===== config.mk =====
export PLATFORM = sky130hd
export DESIGN_NAME = character_move_sequencer
export DESIGN_NICKNAME = d
export VERILOG_FILES = /design/src/rtl/character_move_sequencer_pkg.sv /design/src/rtl/character_move_sequencer_rect_scanner.sv /design/src/rtl/character_move_sequencer.sv
export SDC_FILE = /design/constraint.sdc
export NUM_CORES = 1
export LEC_CHECK = 0
export CELL_PAD_IN_SITES_DETAIL_PLACEMENT = 1
export CELL_PAD_IN_SITES_GLOBAL_PLACEMENT = 1
export CORE_AREA = 5 5 52 87
export CTS_CLUSTER_DIAMETER = 40
export DETAILED_ROUTE_END_ITERATION = 12
export DIE_AREA = 0 0 57 92
export HOLD_SLACK_MARGIN = 0.15
export PLACE_DENSITY_LB_ADDON = 0.1
export SETUP_SLACK_MARGIN = 0.1
export SLEW_MARGIN = 20
export SYNTH_ARGS = -nofsm -noshare
export SYNTH_HDL_FRONTEND = slang
export SYNTH_HIERARCHICAL = 1
export SYNTH_SLANG_ARGS = --single-unit

===== constraint.sdc =====
create_clock -name Clock -period 3.7 [get_ports Clock]
set_input_delay 0.37 -clock Clock [delete_from_list [all_inputs] [get_ports Clock]]
set_output_delay 0.37 -clock Clock [all_outputs]
set_load 0.02 [all_outputs]

===== src/rtl/character_move_sequencer_pkg.sv =====
// character_move_sequencer_pkg: geometry, colours and FSM states shared by the character plotting blocks
package character_move_sequencer_pkg;
    localparam int CHAR_W = 9;
    localparam int CHAR_H = 5;
    localparam logic [6:0] Y_BASE = 7'd102;
    localparam logic [2:0] BG_COLOR = 3'b111;
    localparam logic [2:0] CHAR_COLOR = 3'b100;
    localparam logic [7:0] LANE0_X = 8'd6;
    localparam logic [7:0] LANE1_X = 8'd24;
    localparam logic [7:0] LANE2_X = 8'd78;
    localparam logic [7:0] LANE3_X = 8'd132;

    typedef enum logic [1:0] {INIT, IDLE, ERASE, DRAW} state_t;

    function automatic logic [7:0] lane_x(input logic [1:0] lane);
        return lane == 2'd0 ? LANE0_X : lane == 2'd1 ? LANE1_X : lane == 2'd2 ? LANE2_X : LANE3_X;
    endfunction
endpackage


===== src/rtl/character_move_sequencer_rect_scanner.sv =====
// rect_scanner: raster counters over a CHAR_W x CHAR_H rectangle, x inner and y outer
module rect_scanner
    import character_move_sequencer_pkg::*;
(
    input  logic       Clock,
    input  logic       Reset,
    input  logic       start,
    input  logic       advance,
    output logic [3:0] xc,
    output logic [2:0] yc,
    output logic       last
);
    logic x_end;

    assign x_end = xc == 4'(CHAR_W - 1);
    assign last = x_end && yc == 3'(CHAR_H - 1);

    always_ff @(posedge Clock or negedge Reset)
        if (!Reset) begin
            xc <= '0;
            yc <= '0;
        end else if (start || (advance && last)) begin
            xc <= '0;
            yc <= '0;
        end else if (advance) begin
            xc <= x_end ? 4'd0 : xc + 4'd1;
            yc <= x_end ? yc + 3'd1 : yc;
        end
endmodule


===== src/rtl/character_move_sequencer.sv =====
// character_move_sequencer: turns lane-move pulses into erase/draw pixel streams for the VGA plotter
module character_move_sequencer
    import character_move_sequencer_pkg::*;
(
    input  logic       Clock,
    input  logic       Reset,
    input  logic       MoveLeft,
    input  logic       MoveRight,
    output logic [7:0] XOut,
    output logic [6:0] YOut,
    output logic [2:0] Color,
    output logic       Plot,
    output logic       Busy,
    output logic [1:0] CurPos
);
    state_t state, next_state;
    logic [1:0] tgt, next_tgt;
    logic req_l, req_r, go, scanning, last;
    logic [3:0] xc;
    logic [2:0] yc;

    assign scanning = state == ERASE || state == DRAW;
    assign Busy = state != IDLE || Plot;
    assign go = (req_l ^ req_r) && (req_l ? CurPos != 2'd0 : CurPos != 2'd3);

    rect_scanner u_scan (
        .Clock  (Clock),
        .Reset  (Reset),
        .start  (!scanning),
        .advance(scanning),
        .xc     (xc),
        .yc     (yc),
        .last   (last)
    );

    always_ff @(posedge Clock or negedge Reset)
        if (!Reset) begin
            state <= INIT;
            tgt <= '0;
        end else begin
            state <= next_state;
            tgt <= next_tgt;
        end

    always_comb begin
        next_state = state;
        next_tgt = tgt;
        case (state)
            INIT: begin
                next_state = DRAW;
                next_tgt = 2'd0;
            end
            IDLE: begin
                next_state = go ? ERASE : IDLE;
                next_tgt = go ? (req_l ? CurPos - 2'd1 : CurPos + 2'd1) : tgt;
            end
            ERASE: next_state = last ? DRAW : ERASE;
            DRAW: next_state = last ? IDLE : DRAW;
            default: next_state = INIT;
        endcase
    end

    // Requests seen while busy are masked here, so they are dropped rather than queued
    always_ff @(posedge Clock or negedge Reset)
        if (!Reset) begin
            req_l <= 1'b0;
            req_r <= 1'b0;
            CurPos <= '0;
            XOut <= '0;
            YOut <= '0;
            Color <= '0;
            Plot <= 1'b0;
        end else begin
            req_l <= MoveLeft && !Busy;
            req_r <= MoveRight && !Busy;
            if (state == ERASE && last)
                CurPos <= tgt;
            Plot <= scanning;
            if (scanning) begin
                XOut <= lane_x(CurPos) + 8'(xc);
                YOut <= Y_BASE + 7'(yc);
                Color <= state == ERASE ? BG_COLOR : CHAR_COLOR;
            end
        end
endmodule


==> flow_summary.rst, run 1 <==
.. list-table::
   :header-rows: 1

   * - Metric
     - Value
   * - Outcome
     - completed
   * - Final estimated routing congestion in global placement
     - 0.7288
   * - Clock network power share
     - 42.2%
   * - Die area
     - 5244 µm²
   * - Setup-violating endpoint count in the final report
     - 0
   * - Max rail drop VDD
     - 0.0002912 V
   * - Setup slack at placement
     - 1.621 ns
   * - Syn_nets
     - 160
   * - Sink count of the clock tree
     - 30
   * - P_sw
     - 151.9 µW
   * - Post-cts gate resize count
     - 0
   * - YS warnings
     - 6
   * - Fillers
     - 411
   * - Per-cell via count in the routed design
     - 5.276
   * - Arrival time at the worst endpoint
     - 2.22 ns
   * - Worst-case setup margin in the final layout
     - 1.644 ns
   * - Count of hold buffers inserted by post-cts repair
     - 0
   * - Setup repair after global routing missed its margin
     - no
   * - Static power due to leakage
     - 0.0008455 µW
   * - Worst EP required
     - 3.87 ns
   * - Post-synth ARST share
     - 100.0%
   * - Reg clk slew, reported paths
     - 0.06 ns
   * - Y dimension of the die
     - 92 µm
   * - Gate power share
     - 6.1%
   * - CTS H-tree lvls
     - 2
   * - Hold/Removal Path Class
     - input port to asynchronous set/reset pin
   * - Gate Count Post-Synth
     - 143
   * - Cell internal power dissipation
     - 496.6 µW
   * - DRT Wirelength
     - 3542 µm
   * - Post-Syn Area
     - 1563 µm²
   * - Vias in the first global route
     - 1188
   * - Post CTS Setup Buffer Count
     - 0
   * - Proportion of total power due to net switching
     - 23.42%
   * - Design Area, Final
     - 1912 µm²
   * - Final layout net count
     - 184
   * - Buffers from clock root to sink, at most
     - 2
   * - Power per Cell Area
     - 339.2 nW/µm²
   * - Count of final hold-check violations
     - 0
   * - Inserted Clock Buffers
     - 5
   * - Fraction of layout instances using a drive strength above 1
     - 17.26%
   * - Area used by multi-input combinational logic
     - 711.9 µm²
   * - Post-detail-place hpwl
     - 2659 µm
   * - Skew-Pair Late Insertion Delay
     - 0.28 ns
   * - Sequential element share of the synthesized area
     - 48.04%
   * - Most common library cell in the layout ignoring fill and taps
     - sky130_fd_sc_hd__dfrtp_1
   * - Fmax
     - 486.5 MHz
   * - Site row count
     - 29
   * - Final clock skew
     - 0.005086 ns
   * - Starting DRT DRC Count
     - 9
   * - Post-DP Area
     - 1821 µm²
   * - Max-cap violation count
     - 0
   * - DR WL/cell
     - 16.55 µm
   * - Number of remaining DRC errors
     - 0
   * - Sequential cell area
     - 750.7 µm²
   * - Fin crit share
     - 55.55%
   * - Cell count after placement
     - 206
   * - Largest driver fanout on the critical path
     - 6
   * - Number of input and output port buffers inserted
     - 24
   * - Final-report max-slew violation count
     - 0
   * - Leading cell types in the layout, fill and taps excluded
     - sky130_fd_sc_hd__dfrtp_1, sky130_fd_sc_hd__clkdlybuf4s50_1, sky130_fd_sc_hd__ha_1, sky130_fd_sc_hd__inv_1, sky130_fd_sc_hd__nand2_1
   * - Global-route wire length before repair
     - 5858 µm
   * - Syn avg cell area
     - 10.93 µm²
   * - CP startpoint kind
     - flip-flop
   * - Flops & latches, synth
     - 30
   * - Number of antenna violations at the first check in global routing
     - 0
   * - Residual antenna-violating net count after detailed routing
     - 0
   * - Number of synthesized flops with an enable pin
     - 0
   * - Post-layout minimum cycle time
     - 2.056 ns
   * - Diodes inserted
     - 0
   * - Maximum number of pins on one net before global-route repair
     - 31
   * - Netlist cell types
     - 41
   * - Core area
     - 3701 µm²
   * - CTS tree
     - built
   * - Horizontal die dimension
     - 57 µm
   * - Final setup TNS
     - 0 ns
   * - Top-level port count
     - 26
   * - Area growth, synth to finish
     - 22.34%
   * - Seq pwr share
     - 51.6%
   * - Remaining global-route overflow
     - 0
   * - Dominant synthesized flop cell
     - sky130_fd_sc_hd__dfrtp_1
   * - Buffer type at the clock tree root
     - sky130_fd_sc_hd__clkbuf_8
   * - Post-route non-filler standard cell count
     - 214
   * - Start-to-end type of the worst setup path
     - flip-flop to flip-flop
   * - Post-layout util
     - 51.66%
   * - All-Layer GR Usage
     - 14.87%
   * - Kind of capture point of the worst setup path
     - flip-flop
   * - First-pass iteration count of the detailed router
     - 4
   * - Initial core utilization
     - 42.22%
   * - Total vias in the final route
     - 1129
## sequential cells by signal, summed over array words and instances, names as in the netlist
signal / count
XOut: 8
YOut: 5
u_scan/xc: 4
u_scan/yc: 3
CurPos: 2
state: 2
tgt: 2
Color: 1
Plot: 1
req_l: 1
req_r: 1
## worst max-delay path, cell delays in order (launching register included)
cell	delay, ns
sky130_fd_sc_hd__dfrtp_1	0.44
sky130_fd_sc_hd__inv_1	0.09
sky130_fd_sc_hd__ha_1	0.22
sky130_fd_sc_hd__or2_2	0.28
sky130_fd_sc_hd__ha_1	0.21
sky130_fd_sc_hd__fa_1	0.42
sky130_fd_sc_hd__mux2_2	0.27
## metrics by stage
step                      power, µW  hold WS [ns]
after global placement        380.1        0.4706
after CTS                     665.7        0.4940
after detailed placement      381.9        0.4909
after global routing          685.3        0.5123
final                         648.5        0.4887
after floorplan               363.9       0.07441
## final cells by class
type	count	share of cell area [%]
sequential	30	39.27
clock buffer	7	4.516
inverter	12	2.356
multi-input combinational	92	37.24
tap	46	3.010
timing repair buffer	26	13.35
clock inverter	1	0.2618
## Yosys cell counts (all sizes together), types with 2 or more instances
| cell | number | share of area [%] |
|---|---|---|
| a21oi | 5 | 1.8 |
| a221o | 2 | 1.3 |
| a31o | 2 | 1.1 |
| a31oi | 2 | 0.80 |
| and2 | 2 | 0.80 |
| and4b | 2 | 1.4 |
| buf | 7 | 3.0 |
| clkbuf | 2 | 0.48 |
| dfrtp | 30 | 48 |
| ha | 12 | 9.6 |
| inv | 12 | 2.9 |
| mux2 | 9 | 6.5 |
| nand2 | 10 | 2.4 |
| nand2b | 4 | 1.6 |
| nand3 | 2 | 0.64 |
| nor2 | 6 | 1.4 |
| nor2b | 2 | 0.80 |
| nor3 | 5 | 1.6 |
| nor3b | 2 | 1.6 |
| o21ai | 6 | 1.9 |
| or2 | 3 | 1.4 |
| xnor2 | 2 | 1.1 |
## final timing paths
path,start,endpoint,slack [ns],depth (start not counted)
min in group Clock,YOut[2]$_DFFE_PN0N_,YOut[2]$_DFFE_PN0N_,0.50,2
worst min-delay path,Reset,Plot$_DFF_PN0_,0.49,2
worst max-delay path,CurPos[0]$_DFFE_PN0P_,XOut[2]$_DFFE_PN0N_,1.64,6
max in group asynchronous,Reset,YOut[2]$_DFFE_PN0N_,2.92,2
worst max register to register,CurPos[0]$_DFFE_PN0P_,XOut[2]$_DFFE_PN0N_,1.64,6
worst min register to register,YOut[2]$_DFFE_PN0N_,YOut[2]$_DFFE_PN0N_,0.50,2
## cell families after synthesis
logic type,count (synthesis),synth area share [%]
XOR/XNOR,2,1.121
multiplexers,9,6.485
AND/OR/NAND/NOR,42,15.53
adder cells (fa/ha/maj),13,10.89
AO/OA/AOI/OAI,25,11.29
other,1,0.2400
flip-flops,30,48.04
buffers and inverters,21,6.405
## metal layers
metal,GRT usage [%],vias up,wire length (µm)
met5,0,-,0
met3,3.511,8,99
met4,9.091,0,100
met1,15.23,572,1331
met2,26.43,17,2010
li1,-,532,-
## power groups by stage
stage	Combinational (µW)	Clock, µW	Sequential (µW)
global placement	39.0	0	341
floorplan	23.8	0	340
CTS	41.0	290	335
finish	39.7	274	335
detailed placement	40.8	0	341
global route	44.4	306	335
No activity file was read; power rests on OpenSTA's default activity.
==> run 2, diff against run 1 <==
Settings changed: CORE_AREA 5 5 52 87 to 5 5 56 94, DIE_AREA 0 0 57 92 to 0 0 61 99.
Clock period 3.7 ns to 1.8 ns, I/O delays scaled along.
==> flow_summary.rst, run 2 (same netlist as run 1, synthesis figures left out) <==
.. list-table::
   :header-rows: 1

   * - Metric
     - Value
   * - Fin crit share
     - 99.29%
   * - Inserted Clock Buffers
     - 5
   * - Number of antenna violations at the first check in global routing
     - 0
   * - Most common library cell in the layout ignoring fill and taps
     - sky130_fd_sc_hd__dfrtp_1
   * - Largest stage delay on the critical path
     - 0.41 ns
   * - Buffers from clock root to sink, at most
     - 2
   * - Post-layout power
     - 1305 µW
   * - Die area
     - 6039 µm²
   * - Final layout net count
     - 193
   * - Initial core utilization
     - 35.48%
   * - Max-cap violation count
     - 0
   * - Count of final hold-check violations
     - 0
   * - Power per Cell Area
     - 629.8 nW/µm²
   * - Per-cell via count in the routed design
     - 5.228
   * - CTS H-tree lvls
     - 2
   * - Met3 usage
     - 3.145%
   * - Post-layout minimum cycle time
     - 1.787 ns
   * - Cell internal power dissipation
     - 993.4 µW
   * - Layer with the highest usage after global routing
     - met2
   * - Most numerous cell on the critical path
     - sky130_fd_sc_hd__ha_4
   * - Gate power share
     - 6.9%
   * - Leading cell types in the layout, fill and taps excluded
     - sky130_fd_sc_hd__dfrtp_1, sky130_fd_sc_hd__clkdlybuf4s50_1, sky130_fd_sc_hd__nand2_1, sky130_fd_sc_hd__buf_4
   * - Outcome
     - completed
   * - Largest driver fanout on the critical path
     - 3
   * - DRT Wirelength
     - 3920 µm
   * - Cell count after placement
     - 219
   * - Remaining global-route overflow
     - 0
   * - Arrival time at the worst endpoint
     - 1.96 ns
   * - Site row count
     - 32
   * - First-pass iteration count of the detailed router
     - 4
   * - Hold/Removal Path Class
     - input port to asynchronous set/reset pin
   * - Sink count of the clock tree
     - 30
   * - Post-route non-filler standard cell count
     - 228
   * - Met2 track utilization from global routing
     - 27.45%
   * - Proportion of total power due to net switching
     - 23.88%
   * - Fraction of layout instances using a drive strength above 1
     - 28.81%
   * - Setup repair after global routing missed its margin
     - yes
   * - Top-level port count
     - 26
   * - Residual antenna-violating net count after detailed routing
     - 0
   * - DR WL/cell
     - 17.19 µm
   * - Static power due to leakage
     - 0.0009007 µW
   * - Regs by FF count
     - XOut x8, YOut x5, u_scan/xc x4
   * - Skew-Pair Late Insertion Delay
     - 0.28 ns
   * - Post-detail-place hpwl
     - 2856 µm
   * - Horizontal die dimension
     - 61 µm
   * - Number of flip-flops in the largest register
     - 8
   * - Count of hold buffers inserted by post-cts repair
     - 0
   * - Y dimension of the die
     - 99 µm
   * - Setup slack at placement
     - 0.02132 ns
   * - Start-to-end type of the worst setup path
     - flip-flop to flip-flop
   * - Core area
     - 4404 µm²
   * - Seq pwr share
     - 52.8%
   * - Met1 routing resource usage after global routing
     - 14.83%
   * - Final-report max-slew violation count
     - 0
   * - Number of remaining DRC errors
     - 0
   * - Final estimated routing congestion in global placement
     - 0.8283
   * - Final setup TNS
     - 0 ns
   * - Register name with the most flops
     - XOut
   * - Worst-case setup margin in the final layout
     - 0.01275 ns
   * - Fillers
     - 485
   * - Starting DRT DRC Count
     - 47
   * - Max transition margin
     - 63.95%
   * - CP startpoint kind
     - flip-flop
   * - Fmax
     - 559.5 MHz
   * - Setup-violating endpoint count in the final report
     - 0
   * - Final clock skew
     - 0.007848 ns
   * - Worst hold margin
     - 0.2490 ns
   * - Area growth, synth to finish
     - 32.59%
   * - CTS tree
     - built
   * - Critical path, cell by cell
     - inv_2, ha_4, or2_4, ha_4, fa_2, mux2_4
   * - Least-Margin Pin Slew
     - 0.5391 ns
   * - Total vias in the final route
     - 1192
   * - Max stage delay cell, worst path
     - sky130_fd_sc_hd__dfrtp_2
   * - Crit path max-delay family
     - adder cells
   * - Reg clk slew, reported paths
     - 0.07 ns
   * - Number of input and output port buffers inserted
     - 24
   * - Maximum number of pins on one net before global-route repair
     - 29
   * - Worst EP required
     - 1.97 ns
   * - P_sw
     - 311.6 µW
   * - Global-route wire length before repair
     - 6417 µm
   * - Max rail drop VDD
     - 0.0004448 V
   * - Clock network power share
     - 40.2%
   * - All-Layer GR Usage
     - 14.64%
   * - Kind of capture point of the worst setup path
     - flip-flop
   * - Vias in the first global route
     - 1315
   * - Number of buffers and inverters on the critical path
     - 1
   * - Diodes inserted
     - 0
   * - Buffer type at the clock tree root
     - sky130_fd_sc_hd__clkbuf_8
==> run 2: layout make-up <==
class / count / area [µm²] / share of cell area, %
Timing Repair Buffer: 35 / 334.1 / 16.12
Tap cell: 51 / 63.81 / 3.080
Inverter: 12 / 45.04 / 2.174
Multi-Input combinational cell: 92 / 794.5 / 38.35
Clock buffer: 8 / 80.08 / 3.865
Sequential cell: 30 / 754.5 / 36.41
==> run 2: path summary, 6_finish.rpt <==
path / start / end / slack, ns / depth (start not counted)
max: CurPos[1]$_DFFE_PN0P_ / XOut[2]$_DFFE_PN0N_ / 0.01 / 6
min: Reset / req_r$_DFF_PN0_ / 0.25 / 1
max reg2reg: CurPos[1]$_DFFE_PN0P_ / XOut[2]$_DFFE_PN0N_ / 0.01 / 6
min reg2reg: XOut[5]$_DFFE_PN0N_ / XOut[5]$_DFFE_PN0N_ / 0.49 / 1
max in group asynchronous: Reset / state[0]$_DFF_PN0_ / 1.06 / 2
min in group Clock: MoveRight / req_r$_DFF_PN0_ / 0.45 / 2
==> run 2: worst register-to-register path, cell delays in order (launching register included) <==
cell and delay (ns):
sky130_fd_sc_hd__dfrtp_2 0.41, sky130_fd_sc_hd__inv_2 0.07, sky130_fd_sc_hd__ha_4 0.16, sky130_fd_sc_hd__or2_4 0.23
sky130_fd_sc_hd__ha_4 0.16, sky130_fd_sc_hd__fa_2 0.40, sky130_fd_sc_hd__mux2_4 0.26
==> run 2: layer usage <==
layer	share of wire (%)	vias up
met5	0	-
met4	2.3	0
met3	2.7	8
met2	58	19
met1	37	615
li1	-	550
==> run 2: metrics by stage <==
step | util (%) | cell area, µm²
after floorplan | - | 1592
after global placement | 43.78 | 1928
after detailed placement | 43.78 | 1928
after CTS | 46.22 | 2036
after global routing | 47.05 | 2072
final | 47.05 | 2072
==> run 2: power groups by stage <==
| stage | clock network [µW] | registers (µW) | logic [µW] |
|---|---|---|---|
| after global routing | 577 | 690 | 101 |
| after global placement | 0 | 701 | 88.7 |
| after CTS | 547 | 689 | 91.8 |
| after floorplan | 0 | 699 | 49.0 |
| final | 525 | 690 | 90.6 |
| after detailed placement | 0 | 701 | 90.9 |
==> run 2: what timing repair did <==
action                                  in CTS  in global routing
buffers inserted                             1                  0
endpoints found under the setup margin       5                  8
pin swaps                                    2                  1
gates resized for setup                      6                  8
==> run 3, diff against run 2 <==
Settings changed: GPL_ROUTABILITY_DRIVEN from default to 0.
==> results of run 3 <==
Final layout, timing and power as in run 2 (identical DEF).
